===== src/rtl/wb_rr_arbiter.sv =====
// Round-robin Wishbone arbiter: NUM_MASTERS masters share one slave.
// The owner holds the bus for its whole cyc (locked burst). There is one
// dead cycle between owners. A wait-state watchdog forces an error back
// to the owner when the slave stalls.
module wb_rr_arbiter #(
  parameter int NUM_MASTERS = 4,
  parameter int ADDR_WIDTH  = 32,
  parameter int DATA_WIDTH  = 128,
  parameter int SEL_WIDTH   = DATA_WIDTH/8,
  parameter int TIMEOUT     = 255
) (
  input  logic                              clk,
  input  logic                              rst,
  input  logic [NUM_MASTERS*ADDR_WIDTH-1:0] m_adr_i,
  input  logic [NUM_MASTERS*DATA_WIDTH-1:0] m_dat_i,
  input  logic [NUM_MASTERS*SEL_WIDTH-1:0]  m_sel_i,
  input  logic [NUM_MASTERS-1:0]            m_we_i,
  input  logic [NUM_MASTERS-1:0]            m_stb_i,
  input  logic [NUM_MASTERS-1:0]            m_cyc_i,
  output logic [DATA_WIDTH-1:0]             m_dat_o,
  output logic [NUM_MASTERS-1:0]            m_ack_o,
  output logic [NUM_MASTERS-1:0]            m_err_o,
  output logic [NUM_MASTERS-1:0]            m_rty_o,
  output logic [ADDR_WIDTH-1:0]             s_adr_o,
  output logic [DATA_WIDTH-1:0]             s_dat_o,
  output logic [SEL_WIDTH-1:0]              s_sel_o,
  output logic                              s_we_o,
  output logic                              s_stb_o,
  output logic                              s_cyc_o,
  input  logic [DATA_WIDTH-1:0]             s_dat_i,
  input  logic                              s_ack_i,
  input  logic                              s_err_i,
  input  logic                              s_rty_i,
  output logic [NUM_MASTERS-1:0]            grant_o
);

  localparam int IW = (NUM_MASTERS > 1) ? $clog2(NUM_MASTERS) : 1;
  localparam int CW = (TIMEOUT > 0) ? $clog2(TIMEOUT + 1) : 1;
  localparam logic [CW-1:0] TO_V = CW'(TIMEOUT);

  typedef enum logic {IDLE, OWNED} state_t;

  state_t                 r_state;
  logic [IW-1:0]          r_owner;
  logic [IW-1:0]          r_last;
  logic [CW-1:0]          r_cnt;
  logic [NUM_MASTERS-1:0] r_grant;

  logic          w_owned, w_own_cyc, w_own_stb, w_stb_raw, w_term, w_tmo, w_route;
  logic          w_found;
  logic [IW-1:0] w_next;

  // Reset is folded into the combinational path.
  // Because of this, a transfer cut by rst never sees a termination pulse.
  assign w_owned   = (r_state == OWNED) && !rst;
  assign w_own_cyc = m_cyc_i[r_owner];
  assign w_own_stb = m_stb_i[r_owner];
  assign w_stb_raw = w_owned && w_own_cyc && w_own_stb;
  assign w_term    = s_ack_i | s_err_i | s_rty_i;
  // A slave termination in the timeout cycle wins over the forced error.
  assign w_tmo     = (TIMEOUT != 0) && w_stb_raw && !w_term && (r_cnt == TO_V);
  assign w_route   = w_owned && w_own_cyc && !w_tmo;

  assign s_adr_o = m_adr_i[int'(r_owner)*ADDR_WIDTH +: ADDR_WIDTH];
  assign s_dat_o = m_dat_i[int'(r_owner)*DATA_WIDTH +: DATA_WIDTH];
  assign s_sel_o = m_sel_i[int'(r_owner)*SEL_WIDTH +: SEL_WIDTH];
  assign s_we_o  = w_owned && m_we_i[r_owner];
  assign s_cyc_o = w_route;
  assign s_stb_o = w_stb_raw && !w_tmo;
  assign m_dat_o = s_dat_i;
  assign grant_o = r_grant;

  // Route slave terminations to the owner only; a watchdog expiry becomes an error.
  always_comb begin
    m_ack_o = '0;
    m_err_o = '0;
    m_rty_o = '0;
    if (w_route) begin
      m_ack_o[r_owner] = s_ack_i;
      m_err_o[r_owner] = s_err_i;
      m_rty_o[r_owner] = s_rty_i;
    end
    if (w_tmo) m_err_o[r_owner] = 1'b1;
  end

  // Round-robin pick: the first requester after last_owner, with wrap-around.
  always_comb begin
    int idx;
    idx     = 0;
    w_found = 1'b0;
    w_next  = '0;
    for (int k = 1; k <= NUM_MASTERS; k++) begin
      idx = int'(r_last) + k;
      if (idx >= NUM_MASTERS) idx = idx - NUM_MASTERS;
      if (!w_found && m_cyc_i[idx]) begin
        w_found = 1'b1;
        w_next  = IW'(idx);
      end
    end
  end

  // Ownership FSM: owner, last owner, grant vector and watchdog counter.
  always_ff @(posedge clk) begin
    if (rst) begin
      r_state <= IDLE;
      r_owner <= '0;
      r_last  <= IW'(NUM_MASTERS - 1);
      r_cnt   <= '0;
      r_grant <= '0;
    end else begin
      case (r_state)
        IDLE: begin
          r_cnt <= '0;
          if (w_found) begin
            r_state         <= OWNED;
            r_owner         <= w_next;
            r_grant         <= '0;
            r_grant[w_next] <= 1'b1;
          end
        end
        OWNED: begin
          if (!w_own_cyc || w_tmo) begin
            r_state <= IDLE;
            r_last  <= r_owner;
            r_grant <= '0;
            r_cnt   <= '0;
          end else if (w_stb_raw && !w_term) begin
            r_cnt <= r_cnt + CW'(1);
          end else begin
            r_cnt <= '0;
          end
        end
        default: r_state <= IDLE;
      endcase
    end
  end

endmodule


===== config.mk =====
export PLATFORM = sky130hd
export DESIGN_NAME = wb_rr_arbiter
export DESIGN_NICKNAME = d
export VERILOG_FILES = /design/src/rtl/wb_rr_arbiter.sv
export SDC_FILE = /design/constraint.sdc
export NUM_CORES = 1
export LEC_CHECK = 0
export ABC_AREA = 1
export BUFFER_PORTS_ARGS = -buffer_cell sky130_fd_sc_hd__buf_4
export CAP_MARGIN = 0
export CELL_PAD_IN_SITES_DETAIL_PLACEMENT = 0
export CELL_PAD_IN_SITES_GLOBAL_PLACEMENT = 2
export CORE_AREA = 2 2 455 457
export CTS_CLUSTER_SIZE = 25
export DETAILED_ROUTE_END_ITERATION = 16
export DIE_AREA = 0 0 457 459
export PLACE_DENSITY_LB_ADDON = 0.1
export SYNTH_ARGS = -nofsm -noshare
export SYNTH_HDL_FRONTEND = slang
export SYNTH_SLANG_ARGS = --single-unit

===== constraint.sdc =====
create_clock -name clk -period 1.6 [get_ports clk]
set_input_delay 0.32 -clock clk [delete_from_list [all_inputs] [get_ports clk]]
set_output_delay 0.32 -clock clk [all_outputs]
set_load 0.05 [all_outputs]

==> summary.md, run 1 <==
TritonCTS built the clock tree. In this run, CTS created clock tree buffers numbering 3. The mux cell area share after synthesis was 0%; the final total power was 50.4 mW.

The post-synthesis share of cell area spent on and, or, nand and nor gates was 32.0%; the synthesized area per cell was 5.95 um2. The effective utilization at floorplan was 2.86%. Cell internal power was estimated by the tool at 20.6 mW. For this run, global-route usage on met3 was measured as 3.93%. For the total negative slack, the log shows -107.49 ns.

Latest clock arrival within the worst-skew pair: 0.26 ns. Setup violations remaining at the end of the flow were counted as 199. The number of buffer and inverter instances along the worst setup path was 5.

The flow ran to the end, but the final reports show violations. The run gives 26 as the initial antenna violation count. The die is 457 um wide. The pin slew with the least headroom to its limit came out at 0.412 ns.

The run gives 988 as the instance count of the mapped netlist. The xor and xnor area share after synthesis came out at 0.595%. Once detail routing completed, the nets flagged for antenna violations numbered 0. Summed over all layers, the routed wires come to 103 mm.

The analysis attributes to net switching a power of 29.8 mW. The run gives -0.10 ns as the worst setup slack for register-to-register paths. Of the cells placed in the final design, the portion with a size suffix greater than 1 is 82.9%. The signal on the critical path passes through buf_6, nor2_4, buf_12, buf_16, buf_16, a22oi_2, nand2_4, buf_6. The finished layout holds 4,610 standard cells, fillers aside. The post-synthesis net count is 1,838. Clock skew on the completed layout was measured at 0.00816 ns.

The clock transition at the registers of the reported paths came out at 0.07 ns. In the finished design, the share of the clock period the worst path needs comes to 143%. Sequential cells burn 1.5% of the power. The synthesized netlist devotes 0.213% of its cell area to adder and majority cells.

Port buffering added 915 buffers. Pin placement for this block handled 1,172 I/O pins. For the number of endpoints with negative hold slack in the final report, the log shows 0. In this run, the number of DRC markers left after iteration 0 of detailed routing was 333. Setup repair after global routing could not meet its margin everywhere.

For this run, design rule violations remaining after detail routing come to 0. The largest single stage delay on the critical path is 0.42 ns. Via-per-instance ratio: 2.50. The number of placement rows was 167. For this design the ratio of total power to cell area is 2340 nW/um2. Critical path's top delay family: buffers and inverters.

By area, the combinational part of the netlist is dominated by compound AO/OA/AOI/OAI gates. The tools report the global-route congestion overflow total as 0. The peak fanout along the critical path is 7, and the pin count of the biggest net entering global routing is 25. The critical path in this run is classified as reg2out. The via count of the first global-routing pass was 12,600.

Counting every sink on the clock net gives 17. STA classifies the critical path startpoint as a register. The run gives 206,000 um2 as the placeable core region. The layer flagged by global routing as most heavily used is met2.

The tools report the number of H-tree branching levels as 1. The static leakage was 8.83 nW; the share of the yosys chip area belonging to registers was 5.78%. The checks that failed: negative setup slack. On the final layout, the worst hold slack is 0.378 ns.

Net switching is 59.1% of the power. STA puts the critical path data required time at 1.28 ns. Synthesis instantiated 33 different standard cells from the library. STA puts the critical path data arrival time at 1.97 ns.

The worst setup margin was -0.687 ns; the global-route met1 utilization was 9.27%. Number of max-slew violations in the final report: 0. The run gives 6 as the first-pass iteration count of the detailed router. At the end of the flow the core is filled with cells to 10.5%. Number of vias after detailed routing: 11,500.

The floorplan step set the die height to 459 um. The tool flagged a number of max-cap violations equal to 0. Element type at the critical path end: a primary output. Detail-routed net length per standard cell: 22.3 um. Once detailed placement completed, the half-perimeter wirelength came to 89.2 mm.

Combinational logic burns 97.4% of the power. The tools report the cell chosen for the clock root as clkbuf_16. The run gives 1.1% as the clock group share of total power.

The total routing resource utilization after global routing is 9.10%, and the total placed instance area is 18,200 um2. The min-delay analysis places its worst path in the category in2reg. The synthesis-to-finish area growth was 267%. Static timing analysis puts the maximum clock frequency at 437 MHz.

The logs give 2,745 for the number of nets in the finished design and 210,000 um2 for the die area. The slowest stage of the critical path belongs to the cell dfxtp_4. For this run, global-route usage on met2 was measured as 17.3%. Summing the areas of all compound-gate instances in the mapped netlist gives 37.5% of the synthesized area.

The logs give 21,600 um2 for the area of all placed cells without fillers and 128 mm for the wire length of the first global-routing pass. The count of yosys warnings during synthesis came out at 0. The synthesized flop and latch total is 17, and the number of cells after detailed placement is 4,555. Counting I/O delays and the setup requirement, the final critical path takes 2.29 ns. The netlist area before placement is 5880 um2. At the placement stage, the worst setup path has a slack of -0.697 ns. The logs give 0.00113 V for the worst voltage drop across the vdd grid and 2 for the deepest clock path buffer count.

Routability-driven placement finished with a final weighted congestion of 0.799. Measured against its own limit, the worst slew margin works out to 72.6%.
[placed cells by master (no fill, tap or decap), types with 2 or more instances in the layout]
master,Yosys,final
buf_12,0,66
inv_1,17,16
nor2_4,5,18
nand4_4,0,2
xnor2_1,2,2
nand4_1,4,4
buf_16,0,18
a22oi_2,0,158
nand3_1,86,10
inv_2,9,5
a21oi_2,0,3
nand2_2,7,84
nand3_4,0,60
dfxtp_1,17,13
clkbuf_16,0,12
xor2_1,2,2
o211ai_1,2,2
nor2_1,25,10
buf_8,0,116
nand3_2,2,18
buf_6,1,58
buf_4,130,841
nor2_2,2,4
inv_4,0,4
a22oi_1,282,124
o21ai_2,0,2
dfxtp_4,0,4
nand2_1,295,131
a21oi_1,8,4
diode_2,0,12
nand2_4,2,88
[synth_stat cells (all sizes together)]
master	n	area share [%]
dfxtp	17	5.8
o211ai	2	0.26
a21oi	8	0.68
nand3b	1	0.13
nor3b	1	0.13
and3	1	0.11
nand2	304	20
nor3	1	0.085
o21ai	4	0.34
o2111ai	1	0.26
xnor2	2	0.30
xor2	2	0.30
nand4	6	0.85
ha	1	0.21
nor2	33	3.1
nand3	88	7.7
inv	27	1.8
a22oi	282	36
clkbuf	45	2.9
buf	162	19
[per-layer routing]
metal	up-vias	wire, um	share of wire (%)
li1	5285	-	-
met1	5475	35800	35
met2	676	54700	53
met3	90	10700	10
met4	20	1650	1.6
met5	-	111	0.11
[worst reg2reg max path, stage by stage (launching register included)]
cell	delay, ns
dfxtp_4	0.46
inv_4	0.07
nor2_4	0.14
buf_12	0.18
nand2_4	0.07
nand4_4	0.08
nand4_4	0.11
nand2_4	0.11
buf_4	0.15
nand2_8	0.07
nand2_1	0.06
o211ai_1	0.07
[cells by family after synthesis]
group                      Yosys count
and+or+nand+nor                    435
AOI/OAI and AO/OA                  297
buffers and inverters              234
DFF                                 17
xor gates and xnor gates             4
adders and majority gates            1
[what timing repair did]
action | 4_1_cts | 5_1_grt
buffers inserted | 13 | 18
hold buffers | 0 | 0
pin swaps | 48 | 96
endpoints found under the setup margin | 208 | 208
resized for setup | 322 | 338
gates cloned | 8 | 9
[registers in the layout (all words and copies together) (netlist names)]
register	count
r_cnt	8
grant_o	4
r_last	2
r_owner	2
r_state	1
[layout make-up]
class                      count  area (um2)
fill                       23900      184000
timing repair buffer        1109       10800
multi-input combinational    737        6790
tap                         2704        3380
sequential                    17         355
inverter                      27         140
clock buffer                   3        75.1
antenna                       12        30.0
clock inverter                 1        5.00
[power by group through the flow]
stage | logic (mW) | clock network, mW | registers, mW
5_1_grt | 51.9 | 0.588 | 0.754
3_3_place_gp | 40.7 | 0 | 0.676
2_1_floorplan | 23.8 | 0 | 0.703
4_1_cts | 46.3 | 0.574 | 0.686
6_report | 49.1 | 0.553 | 0.738
3_5_place_dp | 40.5 | 0 | 0.679
[path summary, 6_finish.rpt]
kind	from	end	cells after the start
worst min register to register	grant_o[1]	grant_o[1]	2
worst min-delay path	rst	grant_o[3]	3
worst max register to register	r_owner[1]	r_last[0]	11
worst max-delay path	r_owner[0]	s_dat_o[97]	8
Note: power is estimated with default switching activity, not from simulation.
==> run 2, diff against run 1 <==
PLACE_DENSITY = 0.33   (was default)
PLACE_DENSITY_LB_ADDON = default   (was 0.1)
==> run 2 against run 1 <==
Against the previous run: the flow still finishes with violations (negative setup slack); die area unchanged; total power grew 8.2%; flip-flop and latch count stayed put; critical path depth grew 1; largest cell class unchanged; critical path type unchanged; global-route usage increased by 0.60 points; register-to-register slack worse by 0.14 ns; worst hold slack gained 0.0074 ns; worst setup slack worse by 0.0010 ns; combinational power up 8.6%; via count fell by 0.10%; count of clock-buffer cells in the layout grew 1; utilization increased by 0.35 points.
==> summary.md, run 2 (synthesis gave the netlist of run 1 again) <==
The effective utilization at floorplan was 2.86% (unchanged); the chip width was 457 um (unchanged). The tools report the number of nets in the finished design as 2,776 (+1.1%). For the multi-input gate area in the final layout, the log shows 6840 um2 (+0.72%). The combinational share of power was 97.7% (+0.3 points); the latest clock arrival within the worst-skew pair was 0.25 ns (about the same).

The post-route fraction of the period consumed by the critical path is 143% (about the same). The number of buffers inserted during clock tree synthesis was 3 (unchanged). The number of vias after detailed routing was 11,500 (-0.10%); the worst setup margin was -0.688 ns (-0.00104 ns). The leading cell type in the layout, fill and taps excluded was buf_4. The data arrival time of the critical path came out at 1.97 ns (about the same).

The vertical extent of the die is 459 um (unchanged), and the routability-driven placement congestion ratio is 0.776 (-3.0%). The run gives 95.7 mm (+7.3%) as the total half-perimeter wirelength after legalization and detailed placement. For the remaining routing DRC violations, the log shows 0 (unchanged). r_cnt holds more flip-flops than any other register. The worst setup path is launched from a register. Total placed instance area: 18,300 um2 (+0.54%). The final worst clock skew is 0.00643 ns (-0.00173 ns), and the wire length reported by the detailed router is 113 mm (+9.3%).

Data required time of the critical path: 1.28 ns (about the same). The flip-flop count of the largest register, all copies and words added was 8 (unchanged); the number of max-cap violations was 0 (unchanged). The static leakage came out at 9.14 nW (+3.5%). The final reports fail on negative setup slack. The tools report the total negative slack as -105.81 ns (+1.68 ns). The time the final worst path needs with I/O delays and setup is 2.29 ns (+0.00104 ns), and the global-route congestion overflow total is 0 (unchanged).

The number of endpoints with negative hold slack in the final report came out at 0 (unchanged). The run gives 31 (+24%) as the pin count of the biggest net entering global routing. The total of buffers placed on input and output ports came out at 915 (unchanged).

The deepest clock path buffer count was 2 (unchanged). Setup repair after global routing could not meet its margin everywhere. Final-layout worst hold slack: 0.385 ns (+0.00740 ns).

The worst slew margin relative to its limit came out at 67.0% (-5.5 points). Traced cell by cell, the critical path runs through buf_12, nand2_8, inv_16, clkbuf_16, buf_4, buf_6, a22oi_2, nand2_4, buf_8. The residual antenna-violating net count after detailed routing is 0 (unchanged), and the initial antenna violation count is 21 (-19%). In this run the clock root is driven by a clkbuf_16.

Power per cell area: 2450 nW/um2 (+4.7%). The number of H-tree branching levels is 1 (unchanged), and the fill cell total of the finished layout is 23,900 (-0.23%). The class of the worst hold path was in2reg. The switching power total is 32.2 mW (+8.0%), and the maximum achievable frequency is 437 MHz (about the same). The fraction of power spent switching nets works out to 59.0% (-0.12 points). The via-per-instance ratio was 2.49 (-0.62%). Area occupied by registers: 355 um2 (unchanged).

On the critical path, the stage with the largest delay is an instance of dfxtp_4. The total internal power is 22.4 mW (+8.5%), and the iteration-0 DRC count of the detailed router is 405 (+22%). The synthesis-to-finish area growth came out at 279%.

The I/O pin total was 1,172 (unchanged); the peak fanout along the critical path was 9 (+2). Wire length of the first global-routing pass: 134 mm (+4.3%). The pin slew with the least headroom to its limit is 0.494 ns (+0.0828 ns), and the number of placement rows is 167 (unchanged). The total routing resource utilization after global routing is 9.70% (+0.60 points). The post-place setup slack is -0.679 ns (+0.0172 ns), and the clock sink count is 17 (unchanged). Detail-routed net length per standard cell: 24.3 um (+8.8%). The share of post-route cells with drive strength above 1 works out to 83.5% (+0.53 points). The logs give 1.3% (-0.2 points) for the power share of the sequential group and 0.00115 V (+1.8%) for the worst voltage drop across the vdd grid. The critical path in this run is classified as reg2out. The flow ran to the end, but the final reports show violations. The total setup violations reported at the end of the flow came out at 206 (+3.5%). Number of max-slew violations in the final report: 0 (unchanged).

The run gives 6 (unchanged) as the first-pass iteration count of the detailed router. Element type at the critical path end: a primary output. The tools report the die area as 210,000 um2 (unchanged). The area of all placed cells without fillers was 22,300 um2 (+3.3%). The library cells used most frequently in the layout, excluding fill and tap cells, are buf_4, a22oi_2, nand2_1, buf_12, a22oi_1.

The via count of the first global-routing pass is 12,700 (+0.71%), and the clock group share of total power is 1.0% (about the same). The delay of the slowest critical-path stage came out at 0.40 ns (-0.02 ns). The placeable core region is 206,000 um2 (unchanged). Clock transition at the registers of the reported paths: 0.06 ns (about the same). TritonCTS built the clock tree.
==> run 2: cell count changes in the layout (fill, tap and decap cells not counted), sizes merged <==
| cell | delta |
|---|---|
| buf | +23 |
| diode | -7 |
| clkbuf | +5 |
| bufbuf | +4 |
| clkinv | -1 |
| clkinvlp | +1 |
| inv | -1 |
==> run 2: cell type report <==
class / count / area share [%]
Timing Repair Buffer: 1140 / 51.5
Multi-Input combinational cell: 737 / 30.7
Tap cell: 2704 / 15.2
Sequential cell: 17 / 1.59
Inverter: 27 / 0.634
Clock buffer: 4 / 0.354
Antenna cell: 5 / 0.0561
==> run 2: path summary, 6_finish.rpt <==
kind / start / endpoint / slack [ns] / cells past startpoint
max: r_owner[1] / s_dat_o[5] / -0.69 / 9
min: rst / grant_o[1] / 0.38 / 3
max reg2reg: r_owner[0] / r_last[0] / -0.24 / 12
min reg2reg: grant_o[1] / grant_o[1] / 0.49 / 2
==> run 2: what timing repair did <==
item / CTS / global route
hold buffers: 0 / 0
endpoints found under the setup margin: 208 / 208
resized for setup: 403 / 277
setup buffers: 25 / 14
pin swaps: 49 / 42
cloned: 15 / 14
==> run 2: critical path, delay by kind of cell, from the launching register on <==
kind | cells | cell delay [ns]
AOI/OAI and AO/OA | 1 | 0.27
and+or+nand+nor | 2 | 0.18
buffers and inverters | 6 | 0.84
DFF | 1 | 0.40
==> run 2: power groups by stage <==
stage,logic (mW),clock network (mW),registers (mW)
floorplan,23.8,0,0.703
global placement,42.4,0,0.692
detailed placement,42.4,0,0.691
CTS,50.0,0.546,0.695
global route,56.5,0.564,0.735
finish,53.3,0.519,0.718
==> run 2: layer usage <==
layer | GRT usage, % | routed length, um
met5 | 0 | 101
met4 | 2.57 | 3120
met3 | 4.56 | 12500
met2 | 17.4 | 57100
met1 | 10.1 | 39800
==> run 2: per-stage QoR <==
| step | total power, mW | utilization (%) | std cells |
|---|---|---|---|
| 2_1_floorplan | 24.5 | - | 988 |
| 3_3_place_gp | 43.1 | 8.89 | 4558 |
| 3_5_place_dp | 43.0 | 8.89 | 4558 |
| 4_1_cts | 51.2 | 10.0 | 4601 |
| 5_1_grt | 57.8 | 10.8 | 4632 |
| 6_report | 54.6 | 10.8 | 4634 |
==> run 3, diff against run 2 <==
CORE_AREA = 4 4 457 459   (was 2 2 455 457)
DIE_AREA = 0 0 461 463   (was 0 0 457 459)
SLEW_MARGIN = 25   (was default)
==> run 3 against run 2 <==
Against the previous run: the run still ends with negative setup slack left; count of clock-buffer cells in the layout is 1 lower; total power is 3.5% higher; first-iteration DRC count is 3.0% higher; critical path type unchanged; largest cell class unchanged; largest power group unchanged.
==> summary.md, run 3 (synthesis gave the netlist of run 1 again) <==
Vertical extent of the die: 463 um (+0.87%). The total of buffers placed on input and output ports was 915 (unchanged). Flip-flop count of the largest register, all copies and words added: 8 (unchanged). Setup repair after global routing could not meet its margin everywhere. The area occupied by registers is 348 um2 (-2.1%), and the total routing resource utilization after global routing is 9.84% (+0.14 points). The logs give -0.695 ns (-0.00691 ns) for the worst setup margin and 7030 um2 (+2.7%) for the multi-input gate area in the final layout. The logs give 1.3% (about the same) for the power share of the sequential group and 0.25 ns (about the same) for the latest clock arrival within the worst-skew pair.

The number of H-tree branching levels is 1 (unchanged), and the time the final worst path needs with I/O delays and setup is 2.29 ns (+0.00691 ns). Leaving out fill and tap cells, the most frequent cells in the layout are buf_4, a22oi_2, nand2_1, buf_8, buf_12. Total setup violations reported at the end of the flow: 207 (+0.49%). The run gives 1.28 ns (about the same) as the data required time of the critical path. The wire length reported by the detailed router is 118 mm (+4.4%). The number of buffers inserted during clock tree synthesis was 3 (unchanged); the static leakage was 9.33 nW (+2.0%).

Placeable core region: 204,000 um2 (-0.60%). The number of placement rows was 166 (-0.60%). The tools report the number of max-cap violations as 0 (unchanged). The effective utilization at floorplan was 2.88% (+0.017 points); the pin slew with the least headroom to its limit was 0.472 ns (-0.0219 ns). Post-route fraction of the period consumed by the critical path: 143% (+0.43 points). The checks that failed: negative setup slack. The worst slew margin relative to its limit came out at 68.5% (+1.5 points). The flow ran to the end, but the final reports show violations. The global-route congestion overflow total is 0 (unchanged), and the routability-driven placement congestion ratio is 0.847 (+9.2%). The initial antenna violation count came out at 17 (-19%).

Fill cell total of the finished layout: 23,700 (-0.69%). The die area was 213,000 um2 (+1.8%). TritonCTS built the clock tree. The data arrival time of the critical path is 1.97 ns (about the same). The number of max-slew violations in the final report was 0 (unchanged); the wire length of the first global-routing pass was 138 mm (+2.8%).

The number of vias after detailed routing was 11,600 (+0.86%); the total half-perimeter wirelength after legalization and detailed placement was 99.5 mm (+4.0%). The detail-routed net length per standard cell works out to 25.4 um (+4.3%). The logs give 0 (unchanged) for the number of buffers added to fix hold violations after cts and 0 (unchanged) for the number of endpoints with negative hold slack in the final report. The maximum achievable frequency is 436 MHz (-0.30%). Ranked by flip-flop count, first place goes to r_cnt.

The cell chosen for the clock root was clkbuf_16. The deepest clock path buffer count is 2 (unchanged). The first-pass iteration count of the detailed router is 4 (-2), and the residual antenna-violating net count after detailed routing is 0 (unchanged). Class of the worst hold path: in2reg.

Via-per-instance ratio: 2.51 (+0.75%). For the final worst clock skew, the log shows 0.00152 ns (-0.00491 ns). From synthesis to final layout, the design area changed by 288%.

Number of nets in the finished design: 2,796 (+0.72%). The number of cells after detailed placement is 4,556 (-0.044%). The worst setup path is launched from a register.

The final-layout worst hold slack was 0.428 ns (+0.0428 ns); the pin count of the biggest net entering global routing was 18 (-42%). Leaving out fill and tap cells, the most frequent cell in the layout is buf_4. The tools report the iteration-0 DRC count of the detailed router as 417 (+3.0%).

The run gives 12,700 (-0.15%) as the via count of the first global-routing pass. The clock transition at the registers of the reported paths was 0.06 ns (about the same). The category of the critical setup timing path is reg2out. The combinational share of power is 97.8% (about the same), and the clock sink count is 17 (unchanged). The logs give 0.9% (about the same) for the clock group share of total power and 1,172 (unchanged) for the I/O pin total. The total internal power is 23.8 mW (+6.3%). The switching power total is 32.7 mW (+1.6%), and the worst voltage drop across the vdd grid is 0.00116 V (+0.95%). Power per cell area: 2470 nW/um2 (+0.99%).

The fraction of power spent switching nets is 57.9% (-1.1 points), and the share of post-route cells with drive strength above 1 is 85.5% (+2.0 points). The peak fanout along the critical path was 7 (-2). The worst setup path is captured at a primary output. The run gives 0 (unchanged) as the remaining routing DRC violations.

Chip width: 461 um (+0.88%). Non-filler instance count after layout: 4,639 (+0.11%).
run 3: cell count changes in the layout (fill, tap and decap cells not counted), moves of 3 or more:
cell / previous run / this run
buf_12: 107 / 99
nand2_4: 86 / 82
buf_8: 75 / 127
buf_6: 69 / 75
a22oi_2: 185 / 233
buf_4: 851 / 823
a22oi_1: 97 / 49
nand2_2: 75 / 71
nand2_1: 141 / 149
clkbuf_16: 16 / 19
buf_16: 20 / 17
run 3: metrics by stage:
step | setup TNS [ns] | setup slack (ns) | area, um2 | power (mW) | utilization [%]
floorplan | -6.50 | -0.557 | 7830 | 24.5 | -
global placement | -86.44 | -0.963 | 18200 | 43.0 | 8.93
detailed placement | -85.60 | -0.596 | 18300 | 42.8 | 8.93
CTS | -114.97 | -0.687 | 20200 | 49.8 | 9.87
global route | -124.91 | -0.769 | 22800 | 60.0 | 11.2
finish | -107.20 | -0.695 | 22800 | 56.5 | 11.2
run 3: timing repair:
item,in CTS,in global routing
cloned,11,16
endpoints found under the hold margin,0,0
setup endpoints to repair,207,208
buffers inserted,24,30
resized for setup,318,492
pin swaps,28,130
run 3: cell type report:
class,count,share of cell area [%]
clock inverters,1,0.0329
clock buffers,3,0.329
inverters,27,0.575
diodes,6,0.0657
flip-flops and latches,17,1.52
repair buffers,1160,52.0
well taps,2688,14.7
multi-input cells,737,30.8
run 3: worst max-delay path, stage by stage, from the launching register on:
cell	delay, ns
dfxtp_4	0.40
inv_4	0.09
nor2_4	0.05
buf_8	0.13
buf_12	0.13
clkbuf_16	0.18
buf_8	0.16
a22oi_2	0.25
nand3_4	0.14
buf_8	0.17
run 3: final timing paths:
path,from,depth (start not counted),slack [ns],end
hold reg to reg,r_cnt[0],2,0.51,r_cnt[0]
setup reg to reg,r_last[0],13,-0.13,grant_o[2]
setup / recovery,r_owner[0],9,-0.69,s_dat_o[24]
hold / removal,rst,3,0.43,grant_o[2]
run 3: power by group through the flow:
stage / Combinational (mW) / Clock (mW) / Sequential, mW
6_report: 55.3 / 0.524 / 0.709
5_1_grt: 58.7 / 0.566 / 0.729
4_1_cts: 48.5 / 0.548 / 0.715
3_5_place_dp: 42.1 / 0 / 0.706
3_3_place_gp: 42.2 / 0 / 0.703
2_1_floorplan: 23.8 / 0 / 0.703
run 3: per-layer routing:
layer  vias up  track usage, %  part of all wire [%]  wire [um]
met4        10            1.74                   1.9       2290
met5         -               0                 0.054         63
met2       656            18.0                    51      59900
met3       131            4.35                    11      13100
met1      5454            10.4                    36      42300
li1       5382               -                     -          -
